`src/rtl/uart_transmitter_if.sv`:
```
// Byte write port between the system side and the UART transmitter.
// The system side drives the write; the transmitter reports busy/done.
interface uart_transmitter_if #(
  parameter int DATA_W = 8
);
  logic              Tx_EN;
  logic              Tx_WR;
  logic [DATA_W-1:0] Tx_DATA;
  logic              Tx_BUSY;
  logic              Tx_DONE;

  modport master (
    output Tx_EN,
    output Tx_WR,
    output Tx_DATA,
    input  Tx_BUSY,
    input  Tx_DONE
  );

  modport slave (
    input  Tx_EN,
    input  Tx_WR,
    input  Tx_DATA,
    output Tx_BUSY,
    output Tx_DONE
  );
endinterface

```
`src/rtl/uart_transmitter.sv`:
```
// UART transmit stage: serialises one byte per frame on TxD,
// timed by the baud sampler tick (start, data LSB first, parity, stop).
module uart_transmitter #(
  parameter int DATA_W     = 8,
  parameter int OVERSAMPLE = 16,
  parameter int PARITY_EN  = 1,
  parameter int PARITY_ODD = 0,
  parameter int STOP_BITS  = 1
) (
  input  logic                clk,
  input  logic                reset,
  input  logic                sample_ENABLE,
  uart_transmitter_if.slave   tx,
  output logic                TxD
);

  localparam int TW = $clog2(OVERSAMPLE);
  localparam logic [TW-1:0] TMAX = TW'(OVERSAMPLE - 1);
  localparam logic [2:0] BLAST = 3'(DATA_W - 1);
  localparam logic [2:0] SLAST = 3'(STOP_BITS - 1);
  localparam logic PODD = (PARITY_ODD != 0);
  localparam bit   PEN  = (PARITY_EN != 0);

  typedef enum logic [2:0] {
    IDLE   = 3'd0,
    START  = 3'd1,
    DATA   = 3'd2,
    PARITY = 3'd3,
    STOP   = 3'd4
  } state_e;

  state_e            state_q;
  logic [TW-1:0]     tick_q;
  logic [2:0]        bit_q;
  logic [DATA_W-1:0] shift_q;
  logic              par_q;
  logic              txd_q;
  logic              busy_q;
  logic              done_q;

  logic accept;
  logic bit_end;

  assign accept  = tx.Tx_EN & tx.Tx_WR & ~busy_q;
  assign bit_end = sample_ENABLE & (tick_q == TMAX);

  assign TxD        = txd_q;
  assign tx.Tx_BUSY = busy_q;
  assign tx.Tx_DONE = done_q;

  // Frame sequencer: bit timing, shifting and registered line/flag outputs.
  always_ff @(posedge clk or negedge reset) begin
    if (!reset) begin
      state_q <= IDLE;
      tick_q  <= '0;
      bit_q   <= '0;
      shift_q <= '0;
      par_q   <= 1'b0;
      txd_q   <= 1'b1;
      busy_q  <= 1'b0;
      done_q  <= 1'b0;
    end else begin
      done_q <= 1'b0;
      case (state_q)
        IDLE:   txd_q <= 1'b1;
        START:  txd_q <= 1'b0;
        DATA:   txd_q <= shift_q[0];
        PARITY: txd_q <= par_q;
        STOP:   txd_q <= 1'b1;
        default: txd_q <= 1'b1;
      endcase
      case (state_q)
        IDLE: begin
          if (accept) begin
            shift_q <= tx.Tx_DATA;
            par_q   <= (^tx.Tx_DATA) ^ PODD;
            tick_q  <= '0;
            bit_q   <= '0;
            busy_q  <= 1'b1;
            state_q <= START;
          end
        end
        START, DATA, PARITY, STOP: begin
          if (sample_ENABLE) begin
            tick_q <= bit_end ? '0 : tick_q + 1'b1;
          end
          if (bit_end) begin
            case (state_q)
              START: begin
                bit_q   <= '0;
                state_q <= DATA;
              end
              DATA: begin
                shift_q <= shift_q >> 1;
                if (bit_q == BLAST) begin
                  bit_q   <= '0;
                  state_q <= PEN ? PARITY : STOP;
                end else begin
                  bit_q <= bit_q + 1'b1;
                end
              end
              PARITY: begin
                bit_q   <= '0;
                state_q <= STOP;
              end
              default: begin
                if (bit_q == SLAST) begin
                  bit_q   <= '0;
                  busy_q  <= 1'b0;
                  done_q  <= 1'b1;
                  state_q <= IDLE;
                end else begin
                  bit_q <= bit_q + 1'b1;
                end
              end
            endcase
          end
        end
        default: begin
          state_q <= IDLE;
          tick_q  <= '0;
          bit_q   <= '0;
          busy_q  <= 1'b0;
        end
      endcase
    end
  end

endmodule

```
`src/flat_wrapper.sv`:
```
// flat-port wrapper written by rule: the top's interface ports become plain ports
module uart_transmitter_flat 
#(
  parameter int DATA_W     = 8,
  parameter int OVERSAMPLE = 16,
  parameter int PARITY_EN  = 1,
  parameter int PARITY_ODD = 0,
  parameter int STOP_BITS  = 1
)
  (clk, reset, sample_ENABLE, TxD, tx_Tx_EN, tx_Tx_WR, tx_Tx_DATA, tx_Tx_BUSY, tx_Tx_DONE);
  uart_transmitter_if #(.DATA_W(DATA_W)) tx_i ();
  input  logic clk;
  input  logic reset;
  input  logic sample_ENABLE;
  output logic TxD;
  input wire logic [$bits(tx_i.Tx_EN)-1:0] tx_Tx_EN;
  input wire logic [$bits(tx_i.Tx_WR)-1:0] tx_Tx_WR;
  input wire logic [$bits(tx_i.Tx_DATA)-1:0] tx_Tx_DATA;
  output wire logic [$bits(tx_i.Tx_BUSY)-1:0] tx_Tx_BUSY;
  output wire logic [$bits(tx_i.Tx_DONE)-1:0] tx_Tx_DONE;
  assign tx_i.Tx_EN = tx_Tx_EN;
  assign tx_i.Tx_WR = tx_Tx_WR;
  assign tx_i.Tx_DATA = tx_Tx_DATA;
  assign tx_Tx_BUSY = tx_i.Tx_BUSY;
  assign tx_Tx_DONE = tx_i.Tx_DONE;
  uart_transmitter #(.DATA_W(DATA_W), .OVERSAMPLE(OVERSAMPLE), .PARITY_EN(PARITY_EN), .PARITY_ODD(PARITY_ODD), .STOP_BITS(STOP_BITS)) u_core (.clk(clk), .reset(reset), .sample_ENABLE(sample_ENABLE), .tx(tx_i), .TxD(TxD));
endmodule
```
`config.mk`:
```
export PLATFORM = sky130hd
export DESIGN_NAME = uart_transmitter_flat
export DESIGN_NICKNAME = d
export VERILOG_FILES = /design/src/rtl/uart_transmitter_if.sv /design/src/rtl/uart_transmitter.sv /design/src/flat_wrapper.sv
export SDC_FILE = /design/constraint.sdc
export NUM_CORES = 1
export LEC_CHECK = 0
export ABC_AREA = 1
export BUFFER_PORTS_ARGS = -buffer_cell sky130_fd_sc_hd__clkbuf_2
export CAP_MARGIN = 30
export CORE_UTILIZATION = 40
export CTS_BUF_LIST = sky130_fd_sc_hd__clkbuf_8
export DETAILED_ROUTE_END_ITERATION = 6
export PLACE_DENSITY = 0.69
export RECOVER_POWER = 50
export SETUP_SLACK_MARGIN = 0.15
export SLEW_MARGIN = 20
export SYNTH_ARGS = -nofsm -noshare
export SYNTH_HDL_FRONTEND = slang
export SYNTH_SLANG_ARGS = --single-unit
```
`constraint.sdc`:
```
create_clock -name clk -period 2.5 [get_ports clk]
set_input_delay 0.25 -clock clk [delete_from_list [all_inputs] [get_ports clk]]
set_output_delay 0.25 -clock clk [all_outputs]
set_load 0.05 [all_outputs]
```
; ---- Word level (Yosys, flattened, before mapping)
; Cells that the tools add are included.
[op_classes]
mux = 30
eq_ne = 14
bitwise_logic = 4
n_reduce_logical = 13
addsub = 2
[op_table]
columns = operator, n
row1 = 2-to-1 mux 3 bit, 8
row2 = 2-to-1 mux 8 bit, 3
row3 = case mux 3 bit (2 select lines), 3
row4 = case mux 8 bit (2 select lines), 1
row5 = 2-to-1 mux 4 bit, 3
row6 = AND reduction 4 bit, 3
row7 = case mux 3 bit (3 select lines), 1
row8 = 2-to-1 mux 1 bit, 8
row9 = != test 2 x 1 -> 1 bit (second input constant), 4
row10 = case mux 4 bit (2 select lines), 1
row11 = parity 8 bit, 1
row12 = equality test 3 x 2 -> 1 bit (second input constant), 2
row13 = equality test 3 bit (second input constant), 2
row14 = logical NOT 3 bit, 2
row15 = AND reduction 2 bit, 3
row16 = != test 5 x 1 -> 1 bit (second input constant), 1
row17 = adder 4 x 1 -> 4 bit (second input constant), 1
row18 = equality test 4 bit (second input constant), 1
row19 = != test 2 bit (second input constant), 2
row20 = OR reduction 4 bit, 1
row21 = adder 3 x 1 -> 3 bit (second input constant), 1
row22 = bitwise AND 1 bit, 3
row23 = equality test 3 x 1 -> 1 bit (second input constant), 1
row24 = != test 3 x 2 -> 1 bit (second input constant), 1
row25 = 6 further kinds, 6
[word_totals]
reg_bits = 22
input_bits = 13
out_inout_bits = 3

; ---- Logic depth before layout (Yosys ltp)
[depth]
word_depth = 5
depth_mapped = 10
mapped_depth_nobuf = 9

; ---- Worst setup path after synthesis
; Ideal clock, no wire load.
[synth_path]
path_kind = reg2reg
from = reg u_core.busy_q, in the netlist u_core.tx.Tx_BUSY
to = reg u_core.shift_q[0]
setup_slack_ps = 1004
t_arrival_ps = 1379
t_required_ps = 2382
path_buffers = 0
stages_incl_launch_ff = 6
setup_ps = 118
cell_sequence = dfrtp_1 > nand3b_1 > a21oi_4 > nand2_4 > nand2_1 > nand2_1
[synth_between]
elab_chain_len = 4
[synth_lines]
columns = item, line_no
row1 = start: declaration, uart_transmitter.sv:38  ; logic busy_q;
row2 = start signal: assignment, uart_transmitter.sv:60  ; busy_q <= 1'b0;
row3 = start signal: assignment, uart_transmitter.sv:79  ; busy_q <= 1'b1;
row4 = start signal: assignment, uart_transmitter.sv:109  ; busy_q <= 1'b0;
row5 = NOT 1 bit, uart_transmitter.sv:44  ; assign accept = tx.Tx_EN & tx.Tx_WR & ~busy_q;
row6 = bitwise AND 1 bit, uart_transmitter.sv:44
row7 = != test 2 x 1 -> 1 bit (no source line), -
row8 = AND reduction 4 bit (no source line), -
row9 = end signal: assignment, uart_transmitter.sv:75  ; shift_q <= tx.Tx_DATA;
row10 = end signal: assignment, uart_transmitter.sv:94  ; shift_q <= shift_q >> 1;
row11 = end: declaration, uart_transmitter.sv:35  ; logic [DATA_W-1:0] shift_q;
; Every way passes these cells.
; A chain may end at the register's enable or synchronous reset.

; ---- Worst setup path after layout
[layout_path]
from = reg u_core.tick_q[0]
to = reg u_core.shift_q[6]
[layout_between]
elab_chain_len = 4
[layout_lines]
columns = item, line_no
row1 = start: declaration, uart_transmitter.sv:33  ; logic [TW-1:0] tick_q;
row2 = start signal: assignment, uart_transmitter.sv:85  ; tick_q <= bit_end ? '0 : tick_q + 1'b1;
row3 = equality test 4 bit, uart_transmitter.sv:45  ; assign bit_end = sample_ENABLE & (tick_q == TMAX);
row4 = bitwise AND 1 bit, uart_transmitter.sv:45
row5 = != test 2 x 1 -> 1 bit (no source line), -
row6 = AND reduction 4 bit (no source line), -
; Every way passes these cells.

==> flow_summary.json <==
{
  "multi_input_area_um2": 795,
  "synth_nets": 227,
  "die_x_um": 62.4,
  "maxSlewViolCount": 0,
  "synthCells": 210,
  "final_util_pct": 47.3,
  "io_buffer_count": 15,
  "overflow": 0,
  "viasPerCell": 4.68,
  "syn2layout_area_growth_pct": 10.6,
  "synth_seq_cells": 22,
  "wl_um": 2810,
  "dp_hpwl_um": 2130,
  "grt_max_degree": 23,
  "ant_nets": 0,
  "clock_skew_ns": 0.00667,
  "grt_pass1_vias": 1216,
  "ctsResizeCount": 0,
  "globalplace.congestion": 0.833,
  "drt_first_pass_iters": 4,
  "yosysSeqAreaShare_pct": 37.8,
  "synth_compound_area_share_pct": 5.57,
  "cts_buffers": 3,
  "ys.warnings.count": 0,
  "regArea_um2": 552,
  "rsz0062_at_grt": "no",
  "clockRootBuffer": "clkbuf_8",
  "tns_ns": 0,
  "hold_path.class": "in -> reg",
  "synth_xor_area_share_pct": 1.20,
  "synthAdderAreaFrac_pct": 3.43,
  "cp.required_ns": 2.67,
  "fill_cells": 352,
  "leakagePower_uw": 0.000924,
  "cp-end-kind": "flop",
  "crit_type": "reg -> reg",
  "startpoint_type": "flop",
  "antenna_found_initial": 0,
  "num_io_pins": 16,
  "status": "finished, final reports clean",
  "fin_crit_sh_pct": 65.5,
  "clock.fmax_ghz": 0.610,
  "synthMuxAreaShare_pct": 0,
  "drcViolationCount": 0,
  "hold_violations": 0,
  "crit_fanout": 9,
  "setup_violations": 0,
  "num_vias": 1277,
  "drt_iter0_drc": 59,
  "synth_top_family_by_area": "simple AND/OR/NAND/NOR gates",
  "track_usage_pct": 16.4,
  "core_um2": 3420,
  "initial_utilization_pct": 42.7,
  "slew_headroom_pct": 19.8,
  "wl_per_cell_um": 10.3,
  "tightest_slew_ns": 1.20,
  "power_density_nw_per_um2": 1240,
  "finalCriticalPeriod_ns": 1.64,
  "numClockSinks": 22,
  "diodes": 0,
  "drive_gt1_share_pct": 14.5,
  "clockBufferDepth": 2,
  "dieArea_um2": 3890,
  "cap_violations": 0,
  "syn_area_per_cell_um2": 6.95,
  "clkLatencyLatePin_ns": 0.27,
  "synthSimpleGateAreaFrac_pct": 44.3,
  "arrival_ns": 1.81,
  "fin_nets": 245,
  "grt_pass1_wl_um": 5130,
  "netlist_area_um2": 1460,
  "synth.distinct_cells": 25,
  "die_h_um": 62.4,
  "dp_slack_ns": 0.875,
  "fp-row-count": 21,
  "cts_tree": "yes",
  "peakVddDrop_mv": 0.490,
  "layout_setup_ws_ns": 0.862,
  "cts.reportedPaths.clkPinSlew_ns": 0.08,
  "htree_levels": 1
}
path summary, 6_finish.rpt:
path / startpoint / to / slack, ns / cells past startpoint
max in group asynchronous: reset / u_core.state_q[2]$_DFFE_PN0P_ / 1.04 / 2
worst max-delay path: u_core.tick_q[0]$_DFFE_PN0P_ / u_core.shift_q[6]$_DFFE_PN0P_ / 0.86 / 8
min in group asynchronous: reset / u_core.tick_q[1]$_DFFE_PN0P_ / 0.74 / 2
worst min register to register: u_core.shift_q[7]$_DFFE_PN0P_ / u_core.shift_q[7]$_DFFE_PN0P_ / 0.48 / 2
worst min-delay path: tx_Tx_DATA[6] / u_core.shift_q[6]$_DFFE_PN0P_ / 0.33 / 5
worst max register to register: u_core.tick_q[0]$_DFFE_PN0P_ / u_core.shift_q[6]$_DFFE_PN0P_ / 0.86 / 8
cell type report:
class / count / share of cell area [%]
tap: 46 / 3.57
inverter: 22 / 5.12
clock inverter: 1 / 0.233
multi-input combinational: 163 / 49.2
sequential: 22 / 34.2
clock buffer: 3 / 2.56
timing repair buffer: 16 / 5.12
synth_stat cells:
library cell / count / area, um^2
dfstp_2: 1 / 26.3
buf_6: 2 / 22.5
a21oi_4: 1 / 16.3
buf_4: 1 / 7.51
xnor2_1: 1 / 8.76
nand2_1: 100 / 375
nand2_2: 3 / 18.8
inv_1: 19 / 71.3
xor2_1: 1 / 8.76
nand3b_1: 2 / 15.0
nor2_8: 1 / 20.0
nand3_1: 16 / 80.1
nor3_1: 1 / 5.00
ha_1: 4 / 50.1
o21ai_2: 1 / 8.76
inv_2: 3 / 11.3
nand4_1: 4 / 25.0
dfrtp_1: 21 / 526
o21ai_4: 1 / 16.3
o21ai_0: 3 / 15.0
o21ai_1: 5 / 25.0
nand2_4: 2 / 22.5
nor2_4: 2 / 22.5
nor2_1: 13 / 48.8
nor2_2: 2 / 12.5
cell usage in the layout, fill, tap and decap left out:
| cell type | Yosys | routed |
|---|---|---|
| nor3_1 | 1 | 1 |
| o21ai_0 | 3 | 3 |
| nand2_4 | 2 | 2 |
| inv_1 | 19 | 20 |
| clkbuf_1 | 0 | 2 |
| o21ai_2 | 1 | 1 |
| inv_2 | 3 | 3 |
| ha_1 | 4 | 4 |
| nand3b_1 | 2 | 2 |
| o21ai_4 | 1 | 1 |
| dfrtp_1 | 21 | 21 |
| nor2_2 | 2 | 2 |
| nand4_1 | 4 | 4 |
| xnor2_1 | 1 | 1 |
| clkbuf_8 | 0 | 3 |
| nor2_4 | 2 | 2 |
| clkbuf_2 | 0 | 13 |
| dfstp_2 | 1 | 1 |
| nor2_8 | 1 | 1 |
| o21ai_1 | 5 | 5 |
| dlygate4sd3_1 | 0 | 1 |
| nand3_1 | 16 | 16 |
| nor2_1 | 13 | 13 |
| nand2_1 | 100 | 100 |
| a21oi_4 | 1 | 1 |
| nand2_2 | 3 | 3 |
| xor2_1 | 1 | 1 |
state kept, by name (all words and copies together) (netlist names):
name               cells
u_core.state_q         3
u_core.shift_q         8
u_core.tick_q          4
u_core.par_q           1
u_core.bit_q           3
u_core.tx.Tx_DONE      1
u_core.TxD             1
u_core.tx.Tx_BUSY      1
critical path: stages (launching register included):
cell and delay, ns:
dfrtp_1 0.42, ha_1 0.18, nand2_1 0.05, inv_1 0.07, nand3_1 0.19, o21ai_4 0.34, nand2_4 0.13, nand2_1 0.09
nand2_1 0.05
metrics by stage:
stage / cell area (um^2) / power, uW / std cells / hold WS (ns)
finish: 1610 / 2010 / 273 / 0.327
global route: 1610 / 2220 / 273 / 0.349
CTS: 1620 / 2020 / 273 / 0.326
detailed placement: 1560 / 1790 / 268 / 0.265
global placement: 1560 / 1770 / 268 / 0.262
floorplan: 1460 / 1600 / 210 / -0.0456
repair_timing:
action	4_1_cts	5_1_grt
hold endpoints to repair	21	0
hold buffers	1	0
buffers inserted	0	0
routing by layer:
layer | wire, um | vias up | track usage, % | share of wire, %
met2 | 1260 | 21 | 26.6 | 45
met5 | 0 | - | 0 | 0
met3 | 80 | 3 | 2.01 | 2.9
met4 | 30 | 0 | 7.56 | 1.1
met1 | 1440 | 566 | 21.8 | 51
li1 | - | 687 | - | -
power breakdown:
group	total (uW)	internal (uW)	switching [uW]
sequential	618	499	119
clock	227	110	118
combinational	1160	361	798
cells by family after synthesis:
| logic type | after synthesis |
|---|---|
| and+or+nand+nor | 146 |
| buffers and inverters | 25 |
| DFF | 22 |
| AOI/OAI and AO/OA | 11 |
| adders and majority gates | 4 |
| xor gates and xnor gates | 2 |
Power figures use the tool's default switching activity.
